<file path="src/rtl/instr_fetch_if.sv">
// Fetch-stage bus: PC request from the datapath, instruction-memory handshake, and decoder-facing IR.
// master = instr_fetch, slave = the surrounding PC/memory/decode logic.
interface instr_fetch_if #(
    parameter int unsigned AW = 32,
    parameter int unsigned DW = 32
);
    logic [AW-1:0] pc_in;
    logic          fetch_start;
    logic          imem_req;
    logic [AW-1:0] imem_addr;
    logic          imem_ready;
    logic          imem_rvalid;
    logic [DW-1:0] imem_rdata;
    logic [DW-1:0] ir_out;
    logic          instr_valid;
    logic          ir_ack;
    logic [AW-1:0] pc_out;
    logic [AW-1:0] pc_plus4;
    logic          busy;
    logic          fault;

    modport master (
        input  pc_in, fetch_start, imem_ready, imem_rvalid, imem_rdata, ir_ack,
        output imem_req, imem_addr, ir_out, instr_valid, pc_out, pc_plus4, busy, fault
    );

    modport slave (
        output pc_in, fetch_start, imem_ready, imem_rvalid, imem_rdata, ir_ack,
        input  imem_req, imem_addr, ir_out, instr_valid, pc_out, pc_plus4, busy, fault
    );
endinterface

</file>
<file path="src/rtl/instr_fetch.sv">
// Instruction fetch: one 32-bit word per fetch_start over req/ready + rvalid, held in IR until ir_ack.
// Optional WAIT-state timeout enabled by defining FETCH_TIMEOUT_EN.
module instr_fetch #(
    parameter int unsigned   AW       = 32,
    parameter int unsigned   DW       = 32,
    parameter logic [DW-1:0] NOP_WORD = '0,
    parameter int unsigned   TMO_CYC  = 15
) (
    input logic         clk,
    input logic         rst,
    instr_fetch_if.master bus
);
    typedef enum logic [1:0] {S_IDLE, S_REQ, S_WAIT, S_HOLD} state_t;

    if (TMO_CYC == 0) begin : g_bad_tmo
        $error("TMO_CYC must be >= 1");
    end

    state_t        state;
    logic [AW-1:0] pc_q;

`ifdef FETCH_TIMEOUT_EN
    localparam int unsigned CW = $clog2(TMO_CYC + 1);
    logic [CW-1:0] tmo_cnt;
`endif

    // A new fetch is taken only from IDLE, or from HOLD when the decoder frees the IR.
    logic accept_c;
    logic misaligned_c;
    assign accept_c     = bus.fetch_start &&
                          ((state == S_IDLE) || ((state == S_HOLD) && bus.ir_ack));
    assign misaligned_c = |bus.pc_in[1:0];

    always_ff @(posedge clk) begin
        if (rst) begin
            state           <= S_IDLE;
            pc_q            <= '0;
            bus.imem_req    <= 1'b0;
            bus.imem_addr   <= '0;
            bus.ir_out      <= NOP_WORD;
            bus.instr_valid <= 1'b0;
            bus.pc_out      <= '0;
            bus.pc_plus4    <= AW'(4);
            bus.busy        <= 1'b0;
            bus.fault       <= 1'b0;
`ifdef FETCH_TIMEOUT_EN
            tmo_cnt         <= '0;
`endif
        end else begin
            bus.fault <= 1'b0;

            unique case (state)
                S_REQ: begin
                    if (bus.imem_ready) begin
                        bus.imem_req <= 1'b0;
                        state        <= S_WAIT;
`ifdef FETCH_TIMEOUT_EN
                        tmo_cnt      <= '0;
`endif
                    end
                end
                S_WAIT: begin
                    // Data beats expiry when both land in the same cycle.
                    if (bus.imem_rvalid) begin
                        bus.ir_out      <= bus.imem_rdata;
                        bus.pc_out      <= pc_q;
                        bus.pc_plus4    <= pc_q + AW'(4);
                        bus.instr_valid <= 1'b1;
                        bus.busy        <= 1'b0;
                        state           <= S_HOLD;
                    end
`ifdef FETCH_TIMEOUT_EN
                    else if (tmo_cnt == CW'(TMO_CYC - 1)) begin
                        bus.fault       <= 1'b1;
                        bus.ir_out      <= NOP_WORD;
                        bus.instr_valid <= 1'b0;
                        bus.busy        <= 1'b0;
                        state           <= S_IDLE;
                    end else begin
                        tmo_cnt <= tmo_cnt + CW'(1);
                    end
`endif
                end
                S_HOLD: begin
                    if (bus.ir_ack) begin
                        bus.instr_valid <= 1'b0;
                        state           <= S_IDLE;
                    end
                end
                default: ;
            endcase

            // Launch overrides the HOLD->IDLE move above for back-to-back fetches.
            if (accept_c) begin
                if (misaligned_c) begin
                    bus.fault    <= 1'b1;
                    bus.ir_out   <= NOP_WORD;
                    bus.pc_out   <= bus.pc_in;
                    bus.pc_plus4 <= bus.pc_in + AW'(4);
                    state        <= S_IDLE;
                end else begin
                    pc_q          <= bus.pc_in;
                    bus.imem_req  <= 1'b1;
                    bus.imem_addr <= {bus.pc_in[AW-1:2], 2'b00};
                    bus.busy      <= 1'b1;
                    state         <= S_REQ;
                end
            end
        end
    end
endmodule

</file>
<file path="src/flat_wrapper.sv">
// flat-port wrapper written by rule: the top's interface ports become plain ports
module instr_fetch_flat 
#(
    parameter int unsigned   AW       = 32,
    parameter int unsigned   DW       = 32,
    parameter logic [DW-1:0] NOP_WORD = '0,
    parameter int unsigned   TMO_CYC  = 15
)
  (clk, rst, bus_pc_in, bus_fetch_start, bus_imem_ready, bus_imem_rvalid, bus_imem_rdata, bus_ir_ack, bus_imem_req, bus_imem_addr, bus_ir_out, bus_instr_valid, bus_pc_out, bus_pc_plus4, bus_busy, bus_fault);
  instr_fetch_if #(.AW(AW), .DW(DW)) bus_i ();
  input logic clk;
  input logic rst;
  input wire logic [$bits(bus_i.pc_in)-1:0] bus_pc_in;
  input wire logic [$bits(bus_i.fetch_start)-1:0] bus_fetch_start;
  input wire logic [$bits(bus_i.imem_ready)-1:0] bus_imem_ready;
  input wire logic [$bits(bus_i.imem_rvalid)-1:0] bus_imem_rvalid;
  input wire logic [$bits(bus_i.imem_rdata)-1:0] bus_imem_rdata;
  input wire logic [$bits(bus_i.ir_ack)-1:0] bus_ir_ack;
  output wire logic [$bits(bus_i.imem_req)-1:0] bus_imem_req;
  output wire logic [$bits(bus_i.imem_addr)-1:0] bus_imem_addr;
  output wire logic [$bits(bus_i.ir_out)-1:0] bus_ir_out;
  output wire logic [$bits(bus_i.instr_valid)-1:0] bus_instr_valid;
  output wire logic [$bits(bus_i.pc_out)-1:0] bus_pc_out;
  output wire logic [$bits(bus_i.pc_plus4)-1:0] bus_pc_plus4;
  output wire logic [$bits(bus_i.busy)-1:0] bus_busy;
  output wire logic [$bits(bus_i.fault)-1:0] bus_fault;
  assign bus_i.pc_in = bus_pc_in;
  assign bus_i.fetch_start = bus_fetch_start;
  assign bus_i.imem_ready = bus_imem_ready;
  assign bus_i.imem_rvalid = bus_imem_rvalid;
  assign bus_i.imem_rdata = bus_imem_rdata;
  assign bus_i.ir_ack = bus_ir_ack;
  assign bus_imem_req = bus_i.imem_req;
  assign bus_imem_addr = bus_i.imem_addr;
  assign bus_ir_out = bus_i.ir_out;
  assign bus_instr_valid = bus_i.instr_valid;
  assign bus_pc_out = bus_i.pc_out;
  assign bus_pc_plus4 = bus_i.pc_plus4;
  assign bus_busy = bus_i.busy;
  assign bus_fault = bus_i.fault;
  instr_fetch #(.AW(AW), .DW(DW), .NOP_WORD(NOP_WORD), .TMO_CYC(TMO_CYC)) u_core (.clk(clk), .rst(rst), .bus(bus_i));
endmodule
</file>
<file path="config.mk">
export PLATFORM = sky130hd
export DESIGN_NAME = instr_fetch_flat
export DESIGN_NICKNAME = d
export VERILOG_FILES = /design/src/rtl/instr_fetch_if.sv /design/src/rtl/instr_fetch.sv /design/src/flat_wrapper.sv
export SDC_FILE = /design/constraint.sdc
export NUM_CORES = 1
export LEC_CHECK = 0
export CAP_MARGIN = 0
export CELL_PAD_IN_SITES_DETAIL_PLACEMENT = 1
export CELL_PAD_IN_SITES_GLOBAL_PLACEMENT = 1
export CORE_MARGIN = 1
export CORE_UTILIZATION = 45
export DETAILED_ROUTE_END_ITERATION = 10
export DONT_BUFFER_PORTS = 1
export PLACE_DENSITY = 0.75
export SYNTH_ARGS = -nofsm -noshare
export SYNTH_HDL_FRONTEND = slang
export SYNTH_SLANG_ARGS = --single-unit
</file>
<file path="constraint.sdc">
create_clock -name clk -period 2.6 [get_ports clk]
set_input_delay 0.26 -clock clk [delete_from_list [all_inputs] [get_ports clk]]
set_output_delay 0.26 -clock clk [all_outputs]
set_load 0.01 [all_outputs]
</file>
==> impl_metrics.yaml, run 1 <==
die:
  die_w_um: 123.9
  pin_count: 202
  coreArea_sq_um: 14530
  row_count: 44
  die_h_um: 123.9
  start_util: 0.4604
  dieArea_sq_um: 15360
yosys:
  ys_seq_area_frac: 0.4009
  synth_top_area_cell: "dfxtp_1"
  ys_ff_latch: 134
  synthArstFlopShare: 0
  synth_most_common_cell: "nand2_1"
  ys.flop_type: "dfxtp_1"
  synth_enable_flop_cells: 0
  synth_cells: 859
  syn_avg_cell_area_sq_um: 7.790
  yosys-top-cells-area: "dfxtp_1 40%, nand2_1 12%, a21oi_1 6.6%"
  ys_types: 51
  synthTopCellsByCount: "220 x nand2_1, 134 x dfxtp_1, 88 x a21oi_1, 52 x nor2_1, 50 x clkbuf_1"
  synth_top_area_share: 0.4009
  netlist_area_sq_um: 6691
  yosys_warnings: 0
place:
  place.gp.congestion: 0.8015
  port_buffers: 0
  dp_slack_ns: 0.2583
  hpwl_um: 14830
route:
  vias: 6486
  ant_nets: 0
  wl_per_cell_um: 21.93
  vias_per_cell: 6.073
  drt_iter0_markers: 392
  drc: 0
  dr.pass1.iters: 5
  drt-total-wl_um: 23430
worst_hold_path:
  min_path_type: "in -> reg"
cts:
  cts_tree: "built"
  clock_sinks: 134
  cts_buffers: 17
  insertion_delay_ns: 0.42
  clockRootBuffer: "clkbuf_16"
  htree_levels: 4
  clockBufferDepth: 2
  cts_resized: 0
  path_clk_slew_ns: 0.06
power_and_ir_drop:
  power_density_nw_per_um2: 742.3
  total_power_uw: 5882
  leakage_uw: 0.002816
  ir_worst_vdd_v: 0.0003960
grt:
  antenna_found_initial: 0
  grt.total_usage: 0.3054
  grt_pass1_vias: 6699
  grt_max_degree: 92
  grt_pass1_wl_um: 35590
  grt_overflow: 0
layout:
  regArea_sq_um: 2683
  area_growth_pct: 18.42
  fin_nets: 948
  final_util: 0.5452
  drive_gt1_frac: 0.08824
  multiInputGateArea_sq_um: 3493
  fillers: 1729
  diodes: 0
sta:
  finalSetupTns_ns: 0
  rsz0062_at_grt: "no"
  hold_violations: 0
  worst_pin_slew_ns: 0.6947
  fin_worst_skew_ns: 0.009348
  period_minus_slack_ns: 2.389
  fmax_mhz: 418.6
  fin_ws_ns: 0.2110
  holdWs_ns: 0.01282
  period_share: 0.9189
  setup_viol: 0
  slew_headroom: 0.5334
  finalMaxSlewViolations: 0
run_status:
  status: "finished clean"
critical_path:
  crit_path_max_incr_delay_ns: 0.52
  cpMaxStageDelayCell: "and2_2"
  critPathArrivalTime_ns: 2.67
  cp-end-kind: "flop"
  start_kind: "flop"
  path_cells: "inv_1 > ha_1 > and2_2 > buf_4 > nand2_1 > mux2i_1 > o22ai_1"
  worstSetupPathType: "reg -> reg"
  worstPathRequired_ns: 2.88
  path_max_fanout: 20
run:
  drv_cap: 0
cell type report:
| cell class | count | area share |
|---|---|---|
| clock buffers | 20 | 0.05763 |
| clock inverters | 12 | 0.01911 |
| inverters | 9 | 0.004263 |
| multi-input cells | 619 | 0.4409 |
| flip-flops and latches | 134 | 0.3385 |
| well taps | 184 | 0.02905 |
| repair buffers | 90 | 0.1105 |
layer usage:
metal  wire length [um]  vias to the layer above  global-route usage  share of wire
met5                  0                        -                   0              0
met4                654                        0              0.1317          0.028
met3               1606                       51             0.08196          0.069
met2              11420                      260              0.5198           0.49
met1               9749                     3201              0.3599           0.42
li1                   -                     2974                   -              -
logic make-up (layout without fill, tap and decap cells):
logic type	count (synthesis)	in the layout	share of synthesized area
buffers and inverters	107	131	0.08078
DFF	134	134	0.4009
and+or+nand+nor	381	381	0.2640
other	1	2	0.0005604
muxes	7	7	0.01085
AOI/OAI and AO/OA	184	184	0.1801
adders and majority gates	7	7	0.01309
xor gates and xnor gates	38	38	0.04974
report_power, final:
part           total, uW  leakage, uW  switching, uW  internal, uW
logic                873      0.00144            530           343
registers           2520      0.00110            266          2250
clock network       2490     0.000284            936          1560
total               5880      0.00282           1730          4150
cell usage in the layout, fill, tap and decap left out, drive strengths merged, types with 6 or more instances in the layout:
cell / count
a21oi: 88
ha: 7
buf: 28
nand3: 25
clkbuf: 20
xor2: 20
a221oi: 10
nand4: 19
a21o: 7
xnor2: 18
nor4: 8
and3: 15
dfxtp: 134
nor2: 52
dlygate4sd3: 62
and4: 15
a211oi: 11
a2111oi: 6
nand2: 220
a311oi: 31
nor3: 12
o21ai: 13
inv: 10
stage by stage:
stage               instance area (sq um)  instances
global route                         7924       1068
finish                               7924       1068
CTS                                  7924       1068
detailed placement                   6668        973
global placement                     6668        973
floorplan                            6695        860
worst max-delay path, delay by kind of cell (launching register included):
kind	cells	cell delay (ns)
compound gates	1	0.18
fa+ha+maj	1	0.38
buf+inv	2	0.41
flops	1	0.35
mux	1	0.28
simple gates	2	0.63
worst paths after layout:
kind	to	slack (ns)	startpoint	depth (start not counted)
max reg2reg	u_core.bus.pc_plus4[25]	0.21	u_core.state[0]	7
min reg2reg	u_core.pc_q[0]	0.49	u_core.pc_q[0]	1
max	u_core.bus.pc_plus4[25]	0.21	u_core.state[0]	7
min	u_core.bus.pc_out[11]	0.01	bus_pc_in[11]	2
state kept, by name, indices dropped and copies added (netlist names):
| register | flops |
|---|---|
| u_core.bus.ir_out | 32 |
| u_core.bus.pc_out | 32 |
| u_core.bus.pc_plus4 | 32 |
| u_core.pc_q | 31 |
| u_core.state | 2 |
| u_core.bus.busy | 1 |
| u_core.bus.fault | 1 |
| u_core.bus.imem_addr | 1 |
| u_core.bus.imem_req | 1 |
| u_core.bus.instr_valid | 1 |
timing repair:
item                                    4_1_cts  5_1_grt
hold endpoints to repair                    123        0
endpoints found under the setup margin        0        0
buffers inserted                              0        0
hold buffers                                 63        0
No activity file was read; power rests on OpenSTA's default activity.
==> run 2, diff against run 1 <==
--- a/config.mk
+++ b/config.mk
@@ -10,8 +10,10 @@
 export CELL_PAD_IN_SITES_GLOBAL_PLACEMENT = 1
 export CORE_MARGIN = 1
 export CORE_UTILIZATION = 45
+export CTS_BUF_LIST = sky130_fd_sc_hd__clkbuf_16
 export DETAILED_ROUTE_END_ITERATION = 10
 export DONT_BUFFER_PORTS = 1
+export GPL_ROUTABILITY_DRIVEN = 0
 export PLACE_DENSITY = 0.75
 export SYNTH_ARGS = -nofsm -noshare
 export SYNTH_HDL_FRONTEND = slang
==> run 2 against run 1 <==
Critical path depth unchanged; die area unchanged; sequential power about the same; first-iteration DRC count up 9.7%; setup slack better by 0.017 ns; largest power group unchanged; highest routed layer unchanged.
==> impl_metrics.yaml, run 2 (synthesis results as in run 1) <==
run_status:
  status: "finished clean"
cts:
  cts_setup_buffers: 0
  clockBufferDepth: 2
  htree_levels: 4
  cts_tree: "built"
  clock_sinks: 134
  clockRootBuffer: "clkbuf_16"
  path_clk_slew_ns: 0.06
  insertion_delay_ns: 0.43
  cts_resized: 0
  cts_buffers: 17
route:
  dr.pass1.iters: 7
  drt-total-wl_um: 23400
  ant_nets: 0
  drt_iter0_markers: 430
  vias_per_cell: 6.022
  vias: 6432
  drc: 0
  wl_per_cell_um: 21.91
run:
  drv_cap: 0
critical_path:
  cp-end-kind: "flop"
  crit_start: "u_core.state[0]"
  cp-endpoint: "u_core.bus.pc_plus4[7]"
  r2r_slack_ns: 0.23
  critPathArrivalTime_ns: 2.69
  r2r_start: "u_core.state[0]"
  start_kind: "flop"
  worstPathRequired_ns: 2.92
  worstSetupPathType: "reg -> reg"
  path_max_fanout: 24
  worst-r2r-cell-count: 7
  reg2reg_to: "u_core.bus.pc_plus4[7]"
grt:
  grt_overflow: 0
  top_usage_layer: "met2"
  grt_pass1_vias: 6699
  antenna_found_initial: 0
  grt.total_usage: 0.3054
  grt_use_met3: 0.08196
  grtUsageMet2: 0.5198
  grt_pass1_wl_um: 35590
  grt_max_degree: 92
  grt_util_met1: 0.3599
place:
  dp_slack_ns: 0.2583
  hpwl_um: 14830
  port_buffers: 0
layout:
  drive_gt1_frac: 0.08597
  largestRegisters: "u_core.bus.ir_out: 32 flops, u_core.bus.pc_out: 32 flops, u_core.bus.pc_plus4: 32 flops"
  layout_common_cells: "219 x nand2_1, 134 x dfxtp_1, 88 x a21oi_1"
  final_util: 0.5438
  fillers: 1731
  diodes: 0
  final_common_cell: "nand2_1"
  fin_nets: 948
  area_growth_pct: 18.12
die:
  pin_count: 202
  die_h_um: 123.9
  die_w_um: 123.9
  dieArea_sq_um: 15360
  coreArea_sq_um: 14530
  start_util: 0.4604
  row_count: 44
sta:
  hold_violations: 0
  setup_viol: 0
  finalSetupTns_ns: 0
  finalMaxSlewViolations: 0
  period_share: 0.9122
  rsz0062_at_grt: "no"
  fin_worst_skew_ns: 0.01114
  slew_headroom: 0.5373
  worst_pin_slew_ns: 0.6889
  fmax_mhz: 421.6
  fin_ws_ns: 0.2283
  period_minus_slack_ns: 2.372
power_and_ir_drop:
  ir_worst_vdd_v: 0.0003973
  total_power_uw: 5818
  leakage_uw: 0.002809
  power_density_nw_per_um2: 736.1
worst_hold_path:
  min_path_type: "in -> reg"
## run 2: metal layers
| metal | wire length [um] | part of all wire |
|---|---|---|
| met1 | 9634 | 0.41 |
| met4 | 621 | 0.027 |
| met2 | 11310 | 0.48 |
| met3 | 1825 | 0.078 |
| met5 | 0 | 0 |
## run 2: metrics by stage
| step | area, sq um | std cells | hold WS (ns) |
|---|---|---|---|
| 2_1_floorplan | 6695 | 860 | 0.3960 |
| 3_3_place_gp | 6668 | 973 | 0.3434 |
| 3_5_place_dp | 6668 | 973 | 0.3433 |
| 4_1_cts | 7904 | 1068 | 0.0001857 |
| 5_1_grt | 7904 | 1068 | 0.01830 |
| 6_report | 7904 | 1068 | 0.01226 |
## run 2: critical path, cell delays in order (launching register included)
cell and delay [ns]:
dfxtp_1 0.41, inv_1 0.09, ha_1 0.20, a21oi_1 0.38
or2_2 0.45, buf_4 0.35, nor2_1 0.09, a311oi_1 0.29
## run 2: final cells by class
class,count,area [sq um],share of cell area
well taps,184,230.2,0.02913
clock buffers,17,425.4,0.05382
repair buffers,90,875.8,0.1108
inverters,9,33.78,0.004274
clock inverters,15,162.7,0.02058
multi-input cells,619,3493,0.4420
flip-flops and latches,134,2683,0.3394
## run 2: repair_timing
item	CTS	global route
setup endpoints to repair	0	0
hold buffers	63	0
hold endpoints to repair	123	0
## run 2: how the worst min path moves through the flow
stage / start / endpoint / slack [ns] / depth (start not counted)
2_1_floorplan: bus_pc_in[7] / u_core.pc_q[7] / 0.40 / 2
3_3_place_gp: rst / u_core.bus.imem_req / 0.34 / 1
3_5_place_dp: rst / u_core.bus.busy / 0.34 / 1
4_1_cts: bus_pc_in[2] / u_core.bus.pc_out[2] / 0.0002 / 2
5_1_grt: bus_pc_in[30] / u_core.bus.pc_out[30] / 0.02 / 2
6_report: bus_pc_in[11] / u_core.bus.pc_out[11] / 0.01 / 2
## run 2: power by group
| part | switching [uW] | internal [uW] |
|---|---|---|
| clock | 937 | 1490 |
| sequential | 266 | 2250 |
| combinational | 528 | 343 |
| total | 1730 | 4090 |
